File: src/rtl/painterengine_gpu_pkg.sv
// Shared GPU DMA definitions: arbiter state encoding and reader error codes.
package painterengine_gpu_pkg;

  localparam logic [1:0] ARB_IDLE    = 2'd0;
  localparam logic [1:0] ARB_RESET   = 2'd1;
  localparam logic [1:0] ARB_RUN     = 2'd2;
  localparam logic [1:0] ARB_RELEASE = 2'd3;

  localparam logic [2:0] ERR_OK           = 3'b000;
  localparam logic [2:0] ERR_ROUTER       = 3'b001;
  localparam logic [2:0] ERR_ADDRESS      = 3'b010;
  localparam logic [2:0] ERR_ADDR_TIMEOUT = 3'b011;
  localparam logic [2:0] ERR_DATA_TIMEOUT = 3'b100;
  localparam logic [2:0] ERR_PROTOCOL     = 3'b101;
  localparam logic [2:0] ERR_ABORTED      = 3'b110;

  function automatic logic [1:0] onehot4_to_idx(input logic [3:0] oh);
    logic [1:0] idx;
    idx = '0;
    for (int unsigned i = 0; i < 4; i++) begin
      if (oh[i]) idx = 2'(i);
    end
    return idx;
  endfunction

endpackage

File: src/rtl/painterengine_gpu_rr_arbiter4.sv
// Combinational 4-way round-robin pick: first set request at or after the pointer, wrapping 3->0.
module painterengine_gpu_rr_arbiter4 (
  input  logic [3:0] req_i,
  input  logic [1:0] ptr_i,
  output logic [3:0] grant_o,
  output logic       valid_o
);

  logic       found;
  logic [1:0] idx;

  always_comb begin
    grant_o = '0;
    found   = 1'b0;
    idx     = '0;
    for (int unsigned k = 0; k < 4; k++) begin
      idx = ptr_i + 2'(k);
      if (!found && req_i[idx]) begin
        grant_o[idx] = 1'b1;
        found        = 1'b1;
      end
    end
    valid_o = |req_i;
  end

endmodule

File: src/rtl/painterengine_gpu_dma_reader_arbiter.sv
// Round-robin sharing of the single routed GPU DMA reader between four read clients.
module painterengine_gpu_dma_reader_arbiter
  import painterengine_gpu_pkg::*;
#(
  parameter int unsigned RESET_CYCLES = 2,
  parameter bit          ABORT_ENABLE = 1'b1
) (
  input  logic           i_wire_clock,
  input  logic           i_wire_resetn,
  input  logic [3:0]     i_wire_req,
  input  logic [4*32-1:0] i_wire_address,
  input  logic [4*32-1:0] i_wire_length,
  output logic [3:0]     o_wire_grant,
  output logic [3:0]     o_wire_done,
  output logic [3:0]     o_wire_error,
  output logic [2:0]     o_wire_error_type,
  output logic           o_wire_busy,
  output logic           o_wire_reader_resetn,
  output logic [3:0]     o_wire_reader_router,
  output logic [4*32-1:0] o_wire_reader_address,
  output logic [4*32-1:0] o_wire_reader_length,
  input  logic           i_wire_reader_done,
  input  logic           i_wire_reader_error,
  input  logic [2:0]     i_wire_reader_error_type
);

  localparam int unsigned CW = $clog2(RESET_CYCLES + 1);
  localparam logic [CW-1:0] CNT_LAST = CW'(RESET_CYCLES - 1);

  logic [1:0]    state_q, state_d;
  logic [3:0]    grant_q, grant_d;
  logic [31:0]   addr_q, addr_d;
  logic [31:0]   len_q, len_d;
  logic [CW-1:0] cnt_q, cnt_d;
  logic [1:0]    rr_q, rr_d;
  logic          resetn_q, resetn_d;
  logic [3:0]    done_q, done_d;
  logic [3:0]    error_q, error_d;
  logic [2:0]    etype_q, etype_d;

  logic [3:0]    pick_grant;
  logic          pick_valid;
  logic [31:0]   pick_addr;
  logic [31:0]   pick_len;
  logic          req_granted;

  painterengine_gpu_rr_arbiter4 u_rr (
    .req_i   (i_wire_req),
    .ptr_i   (rr_q),
    .grant_o (pick_grant),
    .valid_o (pick_valid)
  );

  always_comb begin
    pick_addr = '0;
    pick_len  = '0;
    for (int unsigned i = 0; i < 4; i++) begin
      if (pick_grant[i]) begin
        pick_addr = i_wire_address[i*32 +: 32];
        pick_len  = i_wire_length[i*32 +: 32];
      end
    end
  end

  assign req_granted = |(i_wire_req & grant_q);

  // resetn_d defaults low, so the reader is only released while RUN is entered or held.
  always_comb begin
    state_d  = state_q;
    grant_d  = grant_q;
    addr_d   = addr_q;
    len_d    = len_q;
    cnt_d    = cnt_q;
    rr_d     = rr_q;
    resetn_d = 1'b0;
    done_d   = '0;
    error_d  = '0;
    etype_d  = etype_q;
    case (state_q)
      ARB_IDLE: begin
        if (pick_valid) begin
          grant_d = pick_grant;
          addr_d  = pick_addr;
          len_d   = pick_len;
          cnt_d   = '0;
          state_d = ARB_RESET;
        end
      end
      ARB_RESET: begin
        cnt_d = cnt_q + CW'(1);
        if (cnt_q == CNT_LAST) begin
          state_d  = ARB_RUN;
          resetn_d = 1'b1;
        end
      end
      ARB_RUN: begin
        resetn_d = 1'b1;
        if (i_wire_reader_error) begin
          error_d  = grant_q;
          etype_d  = i_wire_reader_error_type;
          resetn_d = 1'b0;
          state_d  = ARB_RELEASE;
        end else if (i_wire_reader_done) begin
          done_d   = grant_q;
          resetn_d = 1'b0;
          state_d  = ARB_RELEASE;
        end else if (ABORT_ENABLE && !req_granted) begin
          error_d  = grant_q;
          etype_d  = ERR_ABORTED;
          resetn_d = 1'b0;
          state_d  = ARB_RELEASE;
        end
      end
      ARB_RELEASE: begin
        grant_d = '0;
        addr_d  = '0;
        len_d   = '0;
        rr_d    = onehot4_to_idx(grant_q) + 2'd1;
        state_d = ARB_IDLE;
      end
      default: state_d = ARB_IDLE;
    endcase
  end

  always_ff @(posedge i_wire_clock or negedge i_wire_resetn) begin
    if (!i_wire_resetn) begin
      state_q  <= ARB_IDLE;
      grant_q  <= '0;
      addr_q   <= '0;
      len_q    <= '0;
      cnt_q    <= '0;
      rr_q     <= '0;
      resetn_q <= 1'b0;
      done_q   <= '0;
      error_q  <= '0;
      etype_q  <= '0;
    end else begin
      state_q  <= state_d;
      grant_q  <= grant_d;
      addr_q   <= addr_d;
      len_q    <= len_d;
      cnt_q    <= cnt_d;
      rr_q     <= rr_d;
      resetn_q <= resetn_d;
      done_q   <= done_d;
      error_q  <= error_d;
      etype_q  <= etype_d;
    end
  end

  always_comb begin
    o_wire_reader_address = '0;
    o_wire_reader_length  = '0;
    for (int unsigned i = 0; i < 4; i++) begin
      if (grant_q[i]) begin
        o_wire_reader_address[i*32 +: 32] = addr_q;
        o_wire_reader_length[i*32 +: 32]  = len_q;
      end
    end
  end

  assign o_wire_grant         = grant_q;
  assign o_wire_reader_router = grant_q;
  assign o_wire_done          = done_q;
  assign o_wire_error         = error_q;
  assign o_wire_error_type    = etype_q;
  assign o_wire_busy          = (state_q != ARB_IDLE);
  assign o_wire_reader_resetn = resetn_q;

endmodule
File: config.mk
export PLATFORM = sky130hd
export DESIGN_NAME = painterengine_gpu_dma_reader_arbiter
export DESIGN_NICKNAME = d
export VERILOG_FILES = /design/src/rtl/painterengine_gpu_pkg.sv /design/src/rtl/painterengine_gpu_rr_arbiter4.sv /design/src/rtl/painterengine_gpu_dma_reader_arbiter.sv
export SDC_FILE = /design/constraint.sdc
export NUM_CORES = 1
export LEC_CHECK = 0
export BUFFER_PORTS_ARGS = -buffer_cell sky130_fd_sc_hd__buf_4
export CORE_AREA = 2 2 211 213
export CTS_CLUSTER_SIZE = 25
export DETAILED_ROUTE_END_ITERATION = 6
export DIE_AREA = 0 0 213 215
export PLACE_DENSITY = 0.49
export SLEW_MARGIN = 20
export SYNTH_ARGS = -nofsm -noshare
export SYNTH_HDL_FRONTEND = slang
export SYNTH_SLANG_ARGS = --single-unit
File: constraint.sdc
create_clock -name i_wire_clock -period 8.25 [get_ports i_wire_clock]
set_input_delay 0 -clock i_wire_clock [delete_from_list [all_inputs] [get_ports i_wire_clock]]
set_output_delay 0 -clock i_wire_clock [all_outputs]
set_load 0.1 [all_outputs]
---- Yosys cells after proc, flatten, opt, wreduce, memory -nomap -nowiden ----
Cells that the tools add are included.
cells by class
  add/subtract/negate cells ............... 5
  $lt $le $gt $ge ......................... 8
  equality and inequality tests ........... 9
  muxes and demuxes ....................... 72
  bitwise logic cells ..................... 4
  reductions and logical operators ........ 20
operator list
  kind                   count
  $mux W32               18
  $pmux W32 S2           2
  $mux W4                12
  $mux W2                9
  $mux W1                16
  $lt A2 B3 Y1 const B   4
  $or A4 B4 Y4           3
  $mux W3                3
  $bmux W1 S2            4
  $demux W1 S2           4
  $ge A2 B1 Y1 const B   4
  $pmux W2 S4            1
  $pmux W4 S2            1
  $reduce_or A4 Y1       2
  $logic_and A1 B1 Y1    7
  $add A2 B1 Y2 const B  3
  $ne A2 B2 Y1 const B   3
  $reduce_and A3 Y1      2
  $reduce_bool A2 Y1     3
  $add A2 B2 Y2 const B  2
  $and A4 B4 Y4          1
  $eq A2 B1 Y1 const B   2
  $eq A2 B2 Y1 const B   2
  $ne A4 B4 Y1 const B   1
  other kinds (6)        9
word-level totals
  register bits after elaboration ......... 86
  input port bits ......................... 267
  output and inout bits ................... 277
  word-level logic and storage cells ...... 128

---- Logic depth before layout (Yosys ltp) ----
  depth in word-level cells ............... 18
  mapped depth ............................ 10
  gate-level depth less buffers ........... 8

---- Hierarchy ----
Synthesis repeated with hierarchy kept, for this count alone.
second synthesis, totals
  cells, all modules ...................... 806
  area total of the unflattened synthesis .. 6,993.0 um2
modules (own cells, without submodules)
  module                                times used  cells an instance  area an instance (um2)  seq. area each (um2)
  painterengine_gpu_dma_reader_arbiter  1           769                6,647.6                 2,152.1
  painterengine_gpu_rr_arbiter4         1           37                 345.3                   0.0

---- Worst setup path after synthesis ----
Ideal clock, no wire load.
  kind .................................... register -> register
  start ................................... register rr_q[0]
  end ..................................... register addr_q[0]
  setup time .............................. 0.126 ns
  data arrival time ....................... 2.653 ns
  required time ........................... 8.124 ns
  slack ................................... 5.471 ns
  stages on the path, launching flop included .. 10
  path buffers ............................ 2
  period minus slack after synthesis ...... 2.779 ns
  cells stage by stage .................... dfrtp_1 inv_1 ha_1 mux4_2 or2_0 o311a_1 and3_1 buf_6 buf_8 a221o_1
between the ends
  word-level cells in the longest chain between the ends .. 18
  elaborated cells between the ends (all ways) .. 53
  classes of those cells .................. add/sub (3); order compare (8); mux (29); bitwise (3); reduce/logical (10)
ends and longest elaborated chain
  what                                                   line                                         text
  start: declaration                                     painterengine_gpu_dma_reader_arbiter.sv:35   logic [1:0] rr_q, rr_d;
  start signal: assignment                               painterengine_gpu_dma_reader_arbiter.sv:143  rr_q <= rr_d;
  branches (longest 11 deep; another with $lt A2 B3 Y1)  --
  $mux W4 *                                              painterengine_gpu_rr_arbiter4.sv:18          if (!found && req_i[idx]) begin
  $mux W32 (3 in a row)                                  painterengine_gpu_dma_reader_arbiter.sv:58   if (pick_grant[i]) begin
  $mux W32 *                                             painterengine_gpu_dma_reader_arbiter.sv:58
  $mux W32 *                                             painterengine_gpu_dma_reader_arbiter.sv:81   if (pick_valid) begin
  $pmux W32 S2 *                                         painterengine_gpu_dma_reader_arbiter.sv:79   case (state_q)
  end signal: assignment                                 painterengine_gpu_dma_reader_arbiter.sv:140  addr_q <= addr_d;
  end: declaration                                       painterengine_gpu_dma_reader_arbiter.sv:32   logic [31:0] addr_q, addr_d;
Every way passes the cells marked *. The select of a mux whose other input is x is not followed.
A chain may end at the register's enable or synchronous reset.

---- Worst setup path in the final report ----
  start ................................... register rr_q[0]
  end ..................................... register len_q[11]
between the ends
  word-level cells in the longest chain between the ends .. 18
  elaborated cells between the ends (all ways) .. 53
  classes of those cells .................. add/sub (3); order compare (8); mux (29); bitwise (3); reduce/logical (10)
ends and longest elaborated chain
  what                                                   line                                         text
  branches (longest 11 deep; another with $lt A2 B3 Y1)  --
  $mux W4 *                                              painterengine_gpu_rr_arbiter4.sv:18
  $mux W32 (3 in a row)                                  painterengine_gpu_dma_reader_arbiter.sv:58
  $mux W32 *                                             painterengine_gpu_dma_reader_arbiter.sv:58
  $mux W32 *                                             painterengine_gpu_dma_reader_arbiter.sv:81
  $pmux W32 S2 *                                         painterengine_gpu_dma_reader_arbiter.sv:79
  end signal: assignment                                 painterengine_gpu_dma_reader_arbiter.sv:141  len_q <= len_d;
  end: declaration                                       painterengine_gpu_dma_reader_arbiter.sv:33   logic [31:0] len_q, len_d;
Marks and branches as above.

==> summary.md <==
| Metric | Value |
|---|---|
| Max VDD drop | 214 uV |
| Min cycle time layout | 4.65 ns |
| Post-DR wirelength/cell | 20.3 um |
| Post-synthesis sequential area ratio | 0.304 |
| Skew-Pair Late Insertion Delay | 0.38 ns |
| CP Max Fanout | 65 |
| CTS root buf | clkbuf_16 |
| EDFF count, synth | 0 |
| Worst-path clk slew | 0.08 ns |
| # fillers | 4677 |
| Fin Hold WS | 0.151 ns |
| Power Density | 345 mW/mm2 |
| Post-synthesis average cell area | 8.97 um2 |
| Worst Path Arrival | 4.91 ns |
| Slew @ Worst Pin | 1.05 ns |
| Synth Flop Type | dfrtp_1 |
| Die area | 0.0458 mm2 |
| Setup_tns | 0 ns |
| Slew Limit Fails | 0 |
| Final Util | 0.303 |
| Layout net count | 1681 |
| Num rows | 77 |
| Postcts setup bufs | 0 |
| Post-route ant nets | 0 |
| Rel. slew slack | 0.302 |
| Setup WS post-layout | 3.60 ns |
| Critical path endpoint category | flip-flop |
| Share of post-route cells with drive strength above 1 | 0.417 |
| CTS buffer count | 9 |
| Total core area | 0.0436 mm2 |
| First-pass GRT wire length | 58700 um |
| CP Launch Type | flip-flop |
| # IOs | 544 |
| CTS sink count | 86 |
| Crit path required time | 8.51 ns |
| CTS tree | done |
| Initial antenna violation count | 3 |
| Final GP Congestion | 0.817 |
| P&R area growth vs syn | 86.7% |
| Fin. Hold Viols | 0 |
| Ys Warns | 0 |
| Worst slack, placed | 4.27 ns |
| DRT iter0 DRCs | 460 |
| Async SR Flop Fraction | 1.00 |
| Initial core utilization | 0.162 |
| Synth unique cells | 42 |
| Post-DP HPWL | 28400 um |
| Maximum clock insertion buffer count | 2 |
| MaxCap Viol Count | 0 |
| Skew final | 0.0110 ns |
| Run status | finished, final reports clean |
| GR Overflow Total | 0 |
| IO buf count | 543 |
| Die width | 213 um |
| Fmax | 0.215 GHz |
| Via density | 4.48 |
| Count of state elements after synthesis | 86 |
| Final setup viols | 0 |
| Synth Cell Area | 0.00709 mm2 |
| GRT Overall Usage | 0.170 |
| TritonRoute pass-1 iters | 4 |
| Fin crit share | 0.563 |
| Pin count of the biggest net entering global routing | 73 |
| Final WL | 40500 um |
| RSZ-0062 raised after global routing | no |
| Lkg Pwr | 6.61 nW |
| CTS H-tree lvls | 3 |
| Die span in y | 215 um |
| Syn_nets | 1070 |
| Kind of critical path | reg -> reg |
| Residual DRC count | 0 |
| Vias in the first global route | 9452 |
| Hold Crit Class | in -> async |
| Cells after Synth | 790 |
| Vias | 8960 |
-- metrics by stage --
| step | std cells | cell area (um2) | power, W |
|---|---|---|---|
| final | 1999 | 13200 | 0.00456 |
| after global routing | 1998 | 13200 | 0.00480 |
| after CTS | 1998 | 13200 | 0.00457 |
| after detailed placement | 1844 | 11500 | 0.00375 |
| after global placement | 1844 | 11500 | 0.00372 |
| after floorplan | 790 | 7090 | 0.00296 |
-- final timing paths --
path                               startpoint         endpoint  slack (ns)  depth (start not counted)
worst max-delay path                  rr_q[0]        len_q[11]        3.60                          9
worst min-delay path            i_wire_resetn       addr_q[14]        0.15                          2
worst max register to register        rr_q[0]        len_q[11]        3.60                          9
worst min register to register       cnt_q[1]         cnt_q[1]        0.49                          2
max in group asynchronous       i_wire_resetn  o_wire_grant[0]        6.90                          3
min in group i_wire_clock       i_wire_req[0]  o_wire_grant[0]        0.15                          3
-- synthesized netlist by cell type (all sizes together) (2+ instances only) --
master     n  share of area
a21oi      5         0.0035
nor2b      2         0.0018
a22o      67          0.083
nand2     15         0.0079
nor2       2         0.0011
and2     262           0.23
and3       6         0.0053
a221o     64          0.090
mux4       4          0.013
a21o       3         0.0032
inv       10         0.0053
o2bb2ai   64          0.079
nand3b     4         0.0042
nand2b     2         0.0018
ha        13          0.023
dfrtp     86           0.30
clkbuf    53          0.028
nand3     66          0.047
o21ai      7         0.0049
o22a       2         0.0025
buf       37          0.041
-- cell usage in the layout (no fill, tap or decap), types with 9 or more instances in the layout --
cell           netlist  layout
clkbuf_16            0       9
o2bb2ai_1           64      64
and2_1             262     261
dlygate4sd3_1        0     138
buf_4                5     552
ha_1                13      13
inv_1               10      10
dfrtp_1             86      82
nand3_1             66      66
nand2_1             15      13
a221o_1             64      64
a22o_1              67      66
-- critical path: stages (launching register included) --
cell and delay (ns):
dfrtp_1 0.56, inv_1 0.16, ha_1 0.35, mux4_2 0.39, a21oi_1 0.22, a22o_4 0.72, nand2_4 0.69, o2bb2ai_1 0.36
a221o_1 0.35, dlygate4sd3_1 0.55
-- what timing repair did --
item / 4_1_cts / 5_1_grt
setup endpoints to repair: 0 / 0
gates resized for setup: 0 / 0
hold endpoints to repair: 109 / 0
hold buffers: 138 / 0
-- per-layer routing --
metal | vias to the layer above | track usage | wire length (um)
li1 | 4115 | - | -
met2 | 418 | 0.310 | 20600
met5 | - | 0 | 18
met3 | 39 | 0.0393 | 2970
met1 | 4386 | 0.194 | 16100
met4 | 2 | 0.0527 | 742
-- logic make-up after synthesis --
| group | after synthesis | share of synthesized area |
|---|---|---|
| and+or+nand+nor | 365 | 0.307 |
| AOI/OAI and AO/OA | 220 | 0.276 |
| buffers and inverters | 100 | 0.0745 |
| DFF | 86 | 0.304 |
| adders and majority gates | 13 | 0.0229 |
| muxes | 6 | 0.0157 |
-- where the power goes --
group          internal [W]  total [W]  switching, W
clock              0.000243   0.000468      0.000225
combinational       0.00116    0.00336       0.00221
sequential         0.000555   0.000729      0.000174
-- final cells by class --
| cell class | count | area (um2) | area share |
|---|---|---|---|
| inverter | 10 | 37.5 | 0.00284 |
| clock inverter | 7 | 86.3 | 0.00652 |
| clock buffer | 9 | 225 | 0.0170 |
| multi-input combinational | 604 | 4460 | 0.337 |
| sequential | 86 | 2160 | 0.163 |
| antenna | 1 | 2.50 | 0.000189 |
| timing repair buffer | 690 | 5530 | 0.417 |
| tap | 592 | 741 | 0.0560 |
-- flip-flops by register name, indices dropped and copies added, names as in the netlist --
name / cells
addr_q: 32
len_q: 32
o_wire_done: 4
o_wire_error: 4
o_wire_grant: 4
o_wire_error_type: 3
cnt_q: 2
rr_q: 2
state_q: 2
o_wire_reader_resetn: 1
(Power assumes the default switching activity.)
